[config.mk]
export PLATFORM = sky130hd
export DESIGN_NAME = sram_mem_stage
export DESIGN_NICKNAME = d
export VERILOG_FILES = /design/src/rtl/sram_mem_pkg.sv /design/src/rtl/sram_mem_stage_wait_timer.sv /design/src/rtl/sram_mem_stage.sv
export SDC_FILE = /design/constraint.sdc
export NUM_CORES = 1
export LEC_CHECK = 0
export ABC_AREA = 1
export BUFFER_PORTS_ARGS = -buffer_cell sky130_fd_sc_hd__clkbuf_2
export CAP_MARGIN = 20
export CORE_MARGIN = 8
export CORE_UTILIZATION = 47
export CTS_BUF_LIST = sky130_fd_sc_hd__clkbuf_8 sky130_fd_sc_hd__clkbuf_16
export CTS_CLUSTER_DIAMETER = 100
export DETAILED_ROUTE_END_ITERATION = 10
export PLACE_DENSITY = 0.84
export SETUP_SLACK_MARGIN = 0.1
export SYNTH_ARGS = -nofsm -noshare
export SYNTH_HDL_FRONTEND = slang
export SYNTH_SLANG_ARGS = --single-unit
[constraint.sdc]
create_clock -name clk -period 3.95 [get_ports clk]
set_input_delay 0.5925 -clock clk [delete_from_list [all_inputs] [get_ports clk]]
set_output_delay 0.5925 -clock clk [all_outputs]
set_load 0.02 [all_outputs]
[src/rtl/sram_mem_pkg.sv]
// Shared types and default constants for the MEM-stage SRAM controller.
package sram_mem_pkg;

  typedef enum logic [1:0] {
    IDLE = 2'd0,
    LO   = 2'd1,
    HI   = 2'd2,
    DONE = 2'd3
  } state_t;

  localparam int unsigned DEF_WAIT_CYCLES = 5;
  localparam int unsigned DEF_BASE_ADDR   = 1024;
  localparam int unsigned HALF_W          = 16;
  localparam int unsigned DATA_W          = 32;

endpackage

[src/rtl/sram_mem_stage_wait_timer.sv]
// Phase wait counter: clear/enable control, flags the last cycle of a phase.
module sram_wait_timer
  import sram_mem_pkg::*;
#(
  parameter int unsigned WAIT_CYCLES = DEF_WAIT_CYCLES,
  localparam int unsigned CNT_W = $clog2(WAIT_CYCLES)
) (
  input  logic             clk,
  input  logic             rst,
  input  logic             clear,
  input  logic             enable,
  output logic [CNT_W-1:0] count_nxt_c,
  output logic             last
);

  logic [CNT_W-1:0] count;

  always_comb begin
    count_nxt_c = count;
    if (clear)       count_nxt_c = '0;
    else if (enable) count_nxt_c = count + CNT_W'(1);
  end

  always_ff @(posedge clk or posedge rst) begin
    if (rst) count <= '0;
    else     count <= count_nxt_c;
  end

  assign last = (count == CNT_W'(WAIT_CYCLES - 1));

endmodule

[src/rtl/sram_mem_stage.sv]
// MEM-stage SRAM controller: each 32-bit access runs as two 16-bit half-word phases.
// Optional access statistics (rd_count/wr_count) are built when SRAM_STATS_EN is defined.
module sram_mem_stage
  import sram_mem_pkg::*;
#(
  parameter int unsigned WAIT_CYCLES = DEF_WAIT_CYCLES,
  parameter int unsigned BASE_ADDR   = DEF_BASE_ADDR,
  parameter int unsigned SRAM_AW     = 18
) (
  input  logic               clk,
  input  logic               rst,
  input  logic               rd_en,
  input  logic               wr_en,
  input  logic [31:0]        address,
  input  logic [31:0]        write_data,
  output logic [31:0]        read_data,
  output logic               ready,
  output logic [SRAM_AW-1:0] sram_addr,
  output logic [15:0]        sram_dq_out,
  input  logic [15:0]        sram_dq_in,
  output logic               sram_dq_oe,
  output logic               sram_we_n
`ifdef SRAM_STATS_EN
  ,
  output logic [15:0]        rd_count,
  output logic [15:0]        wr_count
`endif
);

  localparam int unsigned IDX_W = SRAM_AW - 1;
  localparam int unsigned CNT_W = $clog2(WAIT_CYCLES);

  state_t             state, state_nxt;
  logic               request;
  logic               clear, enable, last;
  logic [CNT_W-1:0]   cnt_nxt;
  logic [31:0]        offset;
  logic [IDX_W-1:0]   idx_in, idx_q, cur_idx;
  logic [DATA_W-1:0]  wdata_q, cur_wdata;
  logic               wr_q, cur_wr;
  logic               phase_nxt, we_n_nxt, oe_nxt;

  assign request = rd_en | wr_en;
  assign ready   = ~request | (state == DONE);
  assign offset  = address - 32'(BASE_ADDR);
  assign idx_in  = IDX_W'(offset >> 2);

  // Operation is sampled from the inputs in IDLE and held for the rest of the access.
  assign cur_wr    = (state == IDLE) ? wr_en      : wr_q;
  assign cur_idx   = (state == IDLE) ? idx_in     : idx_q;
  assign cur_wdata = (state == IDLE) ? write_data : wdata_q;

  sram_wait_timer #(.WAIT_CYCLES(WAIT_CYCLES)) u_timer (
    .clk         (clk),
    .rst         (rst),
    .clear       (clear),
    .enable      (enable),
    .count_nxt_c (cnt_nxt),
    .last        (last)
  );

  always_comb begin
    state_nxt = state;
    clear     = 1'b1;
    enable    = 1'b0;
    case (state)
      IDLE: if (request) state_nxt = LO;
      LO: begin
        if (last) state_nxt = HI;
        else begin
          clear  = 1'b0;
          enable = 1'b1;
        end
      end
      HI: begin
        if (last) state_nxt = DONE;
        else begin
          clear  = 1'b0;
          enable = 1'b1;
        end
      end
      DONE:    state_nxt = IDLE;
      default: state_nxt = IDLE;
    endcase
  end

  // SRAM pins are registered from next-state so they line up with each phase cycle.
  assign phase_nxt = (state_nxt == LO) || (state_nxt == HI);
  assign oe_nxt    = cur_wr & phase_nxt;
  assign we_n_nxt  = ~(oe_nxt & (cnt_nxt != CNT_W'(WAIT_CYCLES - 1)));

  always_ff @(posedge clk or posedge rst) begin
    if (rst) begin
      state       <= IDLE;
      wr_q        <= 1'b0;
      idx_q       <= '0;
      wdata_q     <= '0;
      read_data   <= '0;
      sram_addr   <= '0;
      sram_dq_out <= '0;
      sram_dq_oe  <= 1'b0;
      sram_we_n   <= 1'b1;
    end else begin
      state      <= state_nxt;
      sram_dq_oe <= oe_nxt;
      sram_we_n  <= we_n_nxt;
      if (state == IDLE) begin
        wr_q    <= wr_en;
        idx_q   <= idx_in;
        wdata_q <= write_data;
      end
      if (state_nxt == LO)      sram_addr <= {cur_idx, 1'b0};
      else if (state_nxt == HI) sram_addr <= {cur_idx, 1'b1};
      if (cur_wr && state_nxt == LO)      sram_dq_out <= cur_wdata[HALF_W-1:0];
      else if (cur_wr && state_nxt == HI) sram_dq_out <= cur_wdata[DATA_W-1:HALF_W];
      if (!wr_q && last && state == LO) read_data[HALF_W-1:0]      <= sram_dq_in;
      if (!wr_q && last && state == HI) read_data[DATA_W-1:HALF_W] <= sram_dq_in;
    end
  end

`ifdef SRAM_STATS_EN
  // Saturating access counters, bumped on entry to DONE.
  always_ff @(posedge clk or posedge rst) begin
    if (rst) begin
      rd_count <= '0;
      wr_count <= '0;
    end else if (state == HI && last) begin
      if (wr_q && wr_count != 16'hFFFF)  wr_count <= wr_count + 16'd1;
      if (!wr_q && rd_count != 16'hFFFF) rd_count <= rd_count + 16'd1;
    end
  end
`endif

endmodule

Word-level counts from Yosys, hierarchy flattened

Index checks and enable logic that the tools add are counted.

$add $sub $neg: 2
Eq/ne operators: 7
Multiplexer cells: 17
Bitwise logic cells: 6
Reductions and logical operators: 11

Operators with widths:

| kind                                                 | count |
|---|---|
| two-way mux 18 bit                                   | 2 |
| two-way mux 16 bit                                   | 2 |
| two-way mux 32 bit                                   | 1 |
| subtractor 19 x 11 -> 19 bit (second input constant) | 1 |
| two-way mux 17 bit                                   | 1 |
| case mux 2 bit (4 select lines)                      | 1 |
| == test 2 bit (second input constant)                | 3 |
| two-way mux 2 bit                                    | 3 |
| two-way mux 3 bit                                    | 2 |
| logical AND 1 bit                                    | 5 |
| two-way mux 1 bit                                    | 5 |
| == test 2 x 1 -> 1 bit (second input constant)       | 2 |
| nonzero test 2 bit                                   | 2 |
| adder 3 x 1 -> 3 bit (second input constant)         | 1 |
| == test 3 bit (second input constant)                | 1 |
| != test 3 bit (second input constant)                | 1 |
| bitwise AND 1 bit                                    | 2 |
| logical NOT 2 bit                                    | 1 |
| NOT 1 bit                                            | 2 |
| bitwise OR 1 bit                                     | 2 |
| OR reduction 2 bit                                   | 1 |
| logical NOT 1 bit                                    | 1 |
| logical OR 1 bit                                     | 1 |

Register bits: 123
Input bits: 84
Output and inout port bits: 69
Word-level logic and storage cells: 54

Depth between registers and ports, before layout

Depth in word-level cells: 8
Mapped depth: 15

Hierarchy

A second synthesis with hierarchy kept.

Cell total of the unflattened synthesis: 573
Area, all modules: 5255.0 µm²

Modules (own cells, without submodules):

| module          | instances | cells an instance | area each (µm²) |
|---|---|---|---|
| sram_mem_stage  | 1         | 551               | 5082.4 |
| sram_wait_timer | 1         | 22                | 172.7 |

Worst setup path before layout

No wires, ideal clock.

Path type: reg-to-reg
From: reg state[1]
To: reg sram_dq_out[15]
Arrival time: 2153 ps
Slack: 1676 ps
Stages on the path, launching flop included: 15
Cell sequence: dfrtp_1 > inv_1 > ha_1 > buf_6 > inv_4 > buf_6 > buf_4 > o22ai_1 > ha_1 > nor2_1 > nor2_4 > inv_2 > buf_4 > nand2_1 > o21ai_1

Cells in the longest elaborated chain, start to end: 5
Elaborated cells between the ends (all ways): 17
Those cells by class: eq/ne: 5; mux: 8; reduce/logical: 4

Ends and longest elaborated chain:

| element                                                         | RTL line                                     | source |
|---|---|---|
| from (decl)                                                     | sram_mem_stage.sv:33                         | `state_t state, state_nxt;` |
| from (signal assigned)                                          | sram_mem_stage.sv:104                        | `state <= state_nxt;` |
| == test 2 bit (tied with other cells)                           | sram_mem_stage.sv:66                         | `case (state)` |
| case mux 2 bit (4 select lines)                                 | sram_mem_stage.sv:66                         |  |
| == test 2 x 1 -> 1 bit / == test 2 bit (equally long branches)  | sram_mem_stage.sv:114, sram_mem_stage.sv:115 |  |
| logical AND 1 bit, on equally long branches                     | sram_mem_stage.sv:114, sram_mem_stage.sv:115 |  |
| two-way mux 16 bit / nonzero test 2 bit (equally long branches) | -                                            |  |
| to (signal assigned)                                            | sram_mem_stage.sv:114                        | `if (cur_wr && state_nxt == LO) sram_dq_out <= cur_wdata[HALF_W-1:0];` |
| to (signal assigned)                                            | sram_mem_stage.sv:115                        | `else if (cur_wr && state_nxt == HI) sram_dq_out <= cur_wdata[DATA_W-1:HALF_W];` |
| to (decl)                                                       | sram_mem_stage.sv:19                         | `output logic [15:0] sram_dq_out,` |

Several ways; a longest one is shown, not always the timed one. The select of a mux whose other input is x is not followed.
A chain may end at the register's enable or synchronous reset.

Worst setup path in the final report

From: reg state[0]
To: reg sram_addr[2]

Cells in the longest elaborated chain, start to end: 4
Elaborated cells between the ends (all ways): 14
Those cells by class: eq/ne: 5; mux: 7; reduce/logical: 2

Ends and longest elaborated chain:

| element                                                                      | RTL line              | source |
|---|---|---|
| == test 2 bit (tied with other cells)                                        | sram_mem_stage.sv:66  |  |
| case mux 2 bit (4 select lines) / two-way mux 17 bit (equally long branches) | -                     |  |
| == test 2 x 1 -> 1 bit (tied with other cells)                               | sram_mem_stage.sv:112 | `if (state_nxt == LO) sram_addr <= {cur_idx, 1'b0};` |
| two-way mux 18 bit / nonzero test 2 bit (equally long branches)              | -                     |  |
| to (signal assigned)                                                         | sram_mem_stage.sv:112 |  |
| to (signal assigned)                                                         | sram_mem_stage.sv:113 | `else if (state_nxt == HI) sram_addr <= {cur_idx, 1'b1};` |
| to (decl)                                                                    | sram_mem_stage.sv:18  | `output logic [SRAM_AW-1:0] sram_addr,` |

Several ways; a longest one is shown, not always the timed one. The select of a mux whose other input is x is not followed.

==> flow_metrics.env <==
export IMPL_io_buffers=137
export IMPL_drt_first_pass_iters=4
export IMPL_p_seq_frac=0.325
export IMPL_grt_busiest_layer="met2"
export IMPL_powerDensity_mw_per_mm2=1010
export IMPL_crit_path_start_kind="flip-flop"
export IMPL_status="finished clean"
export IMPL_synth_top_area_frac=0.576
export IMPL_htree_levels=4
export IMPL_max_cap_violations=0
export IMPL_path_cells="inv_1, ha_2, inv_4, o22ai_1, ha_1, inv_1, nor2_1, a31oi_1"
export IMPL_area_growth_synth_to_final_pct=25.4
export IMPL_fin_crit_sh=0.703
export IMPL_clock_sinks=123
export IMPL_ys_ff_latch=123
export IMPL_use_met1=0.211
export IMPL_synth_async_sr_flop_share=1.00
export IMPL_cts_setup_buffers=0
export IMPL_cp_slowest_cell="inv_1"
export IMPL_p_comb_frac=0.440
export IMPL_wl_per_cell_um=13.6
export IMPL_use_met2=0.266
export IMPL_synth_nets=677
export IMPL_rsz0062_at_grt="no"
export IMPL_synth_edff_count=0
export IMPL_rows=38
export IMPL_cpPeakStageDelay_ns=0.67
export IMPL_synthFlopType="dfrtp_1"
export IMPL_period_minus_slack_ns=2.78
export IMPL_via_per_inst=4.74
export IMPL_worstMarginPinSlew_ns=0.944
export IMPL_end_kind="flip-flop"
export IMPL_cts_root_buf="clkbuf_16"
export IMPL_grt_max_degree=82
export IMPL_grt_total_usage=0.168
export IMPL_p_clk_frac=0.234
export IMPL_layout_commonest_cell="nand2_1"
export IMPL_grt_ovfl_total=0
export IMPL_grt_first_pass_wirelength_mm=19.9
export IMPL_finalSetupTns_ns=0
export IMPL_cp_arrival_ns=3.09
export IMPL_worst_r2r_cell_count=8
export IMPL_synth_cells=584
export IMPL_cts_buffers=17
export IMPL_die_area_sq_mm=0.0149
export IMPL_clk_latency_ns=0.40
export IMPL_hold_viol_final=0
export IMPL_core_sq_mm=0.0109
export IMPL_drt_wl_total_mm=11.9
export IMPL_initial_utilization=0.485
export IMPL_die_w_um=122
export IMPL_ys_warn_count=0
export IMPL_drt_iter0_drc=268
export IMPL_place_hpwl_mm=8.31
export IMPL_gp_congestion=0.795
export IMPL_cts_tree="done"
export IMPL_synth_seq_area_share=0.581
export IMPL_ioPinCount=153
export IMPL_synthesis_area_sq_mm=0.00530
export IMPL_post_cts_resized=0
export IMPL_final_setup_viol_count=0
export IMPL_drv_slew=0
export IMPL_synthTopCellsByArea="dfrtp_1, nand2_1, o21ai_0, inv_1, nor2_1"
export IMPL_p_int_mw=3.89
export IMPL_netSwitchingPower_mw=2.81
export IMPL_cts_hold_buffers=0
export IMPL_switching_share=0.419
export IMPL_fin_nets=811
export IMPL_antenna_cells=0
export IMPL_cts_buffer_depth=2
export IMPL_fin_skew_ns=0.00788
export IMPL_ant_nets=0
export IMPL_synth_area_leader_cell="dfrtp_1"
export IMPL_grt_pass1_vias=4174
export IMPL_fmax_ghz=0.360
export IMPL_path_common_cell="inv_1"
export IMPL_die_h_um=122
export IMPL_slew_headroom=0.369
export IMPL_synth_avg_cell_area_sq_um=9.08
export IMPL_critical_path_required_ns=4.26
export IMPL_drc_errors=0
export IMPL_synth_distinct_cells=33
export IMPL_peakVddDrop_uv=477
export IMPL_utilization=0.608
export IMPL_antenna_found_initial=0
export IMPL_p_leak_nw=3.60
export IMPL_clk_pin_slew_ns=0.06
export IMPL_met3_usage=0.0532
export IMPL_crit_path_max_fanout=37
export IMPL_hold_path_class="primary input to async pin"
export IMPL_critPathKind="flip-flop to flip-flop"
export IMPL_most_common_layout_cells="nand2_1, clkbuf_2, dfrtp_1"
export IMPL_dr_total_vias=4126
export IMPL_drive_gt1_frac=0.279
-- power by group through the flow --
stage	Sequential, mW	Clock, mW	Combinational [mW]
floorplan	2.57	0	1.84
global placement	2.18	0	2.89
detailed placement	2.19	0	3.00
CTS	2.18	1.60	3.01
global route	2.24	1.66	3.35
finish	2.18	1.57	2.95
-- stage by stage --
stage                     setup slack [ns]  hold WS, ns  power [mW]  area (sq um)  std cells
final                                 1.17        0.365        6.69          6650        871
after CTS                             1.14        0.391        6.79          6650        871
after global routing                 0.909        0.408        7.25          6650        871
after global placement                1.21        0.447        5.06          6040        839
after detailed placement              1.17        0.451        5.19          6040        839
after floorplan                       1.68        0.433        4.41          5310        584
-- registers in the layout, summed over array words and instances (netlist names) --
signal         count
state              2
sram_addr         18
sram_dq_out       16
u_timer.count      3
wdata_q           32
sram_dq_oe         1
read_data         32
wr_q               1
sram_we_n          1
idx_q             17
-- cells by family (layout without fill, tap and decap cells) --
logic type                 after synthesis  count (layout)  share of synthesized area
and+or+nand+nor                        250             250                      0.195
DFF                                    123             123                      0.581
AOI/OAI and AO/OA                      101             101                      0.115
buffers and inverters                   98             245                     0.0831
adders and majority gates                9               9                     0.0212
xor gates and xnor gates                 3               3                    0.00496
-- area by class of cell --
| class | instances | area [sq um] |
|---|---|---|
| Fill cell | 969 | 4290 |
| Sequential cell | 123 | 3080 |
| Inverter | 74 | 284 |
| Tap cell | 140 | 175 |
| Clock buffer | 20 | 467 |
| Multi-Input combinational cell | 363 | 1780 |
| Clock inverter | 12 | 148 |
| Timing Repair Buffer | 139 | 713 |
-- critical path, delay by kind of cell, from the launching register on --
| kind | cells | cell delay [ns] |
|---|---|---|
| DFF | 1 | 0.39 |
| adders and majority gates | 2 | 0.74 |
| and+or+nand+nor | 1 | 0.12 |
| AOI/OAI and AO/OA | 2 | 0.38 |
| buffers and inverters | 3 | 1.06 |
-- metal layers --
metal,vias up,share of wire
li1,2092,-
met1,1919,0.44
met2,104,0.47
met3,11,0.070
met4,0,0.013
met5,-,0
-- worst paths after layout --
path / slack [ns] / start / end
min in group clk: 0.42 / write_data[14] / wdata_q[14]$_DFF_PP0_
setup / recovery: 1.17 / state[0]$_DFF_PP0_ / sram_addr[2]$_DFFE_PP0N_
max in group asynchronous: 2.71 / rst / sram_addr[0]$_DFFE_PP0N_
hold reg to reg: 0.46 / wdata_q[24]$_DFF_PP0_ / wdata_q[24]$_DFF_PP0_
setup reg to reg: 1.17 / state[0]$_DFF_PP0_ / sram_addr[2]$_DFFE_PP0N_
hold / removal: 0.36 / rst / read_data[12]$_DFFE_PP0P_
-- cells in the mapped netlist, types with 2 or more instances --
cell	n
buf_6	7
and2_1	5
o21ai_2	2
a31oi_1	9
o211ai_2	9
xor2_1	2
buf_2	5
o21ai_1	7
nand2_1	175
or2_2	15
nand3_1	14
buf_4	3
nor2_1	34
clkbuf_1	8
dfrtp_1	122
inv_1	72
o21ai_0	68
or2_0	2
ha_1	9
a21boi_0	2
a21oi_1	2
Note: power is estimated with default switching activity, not from simulation.
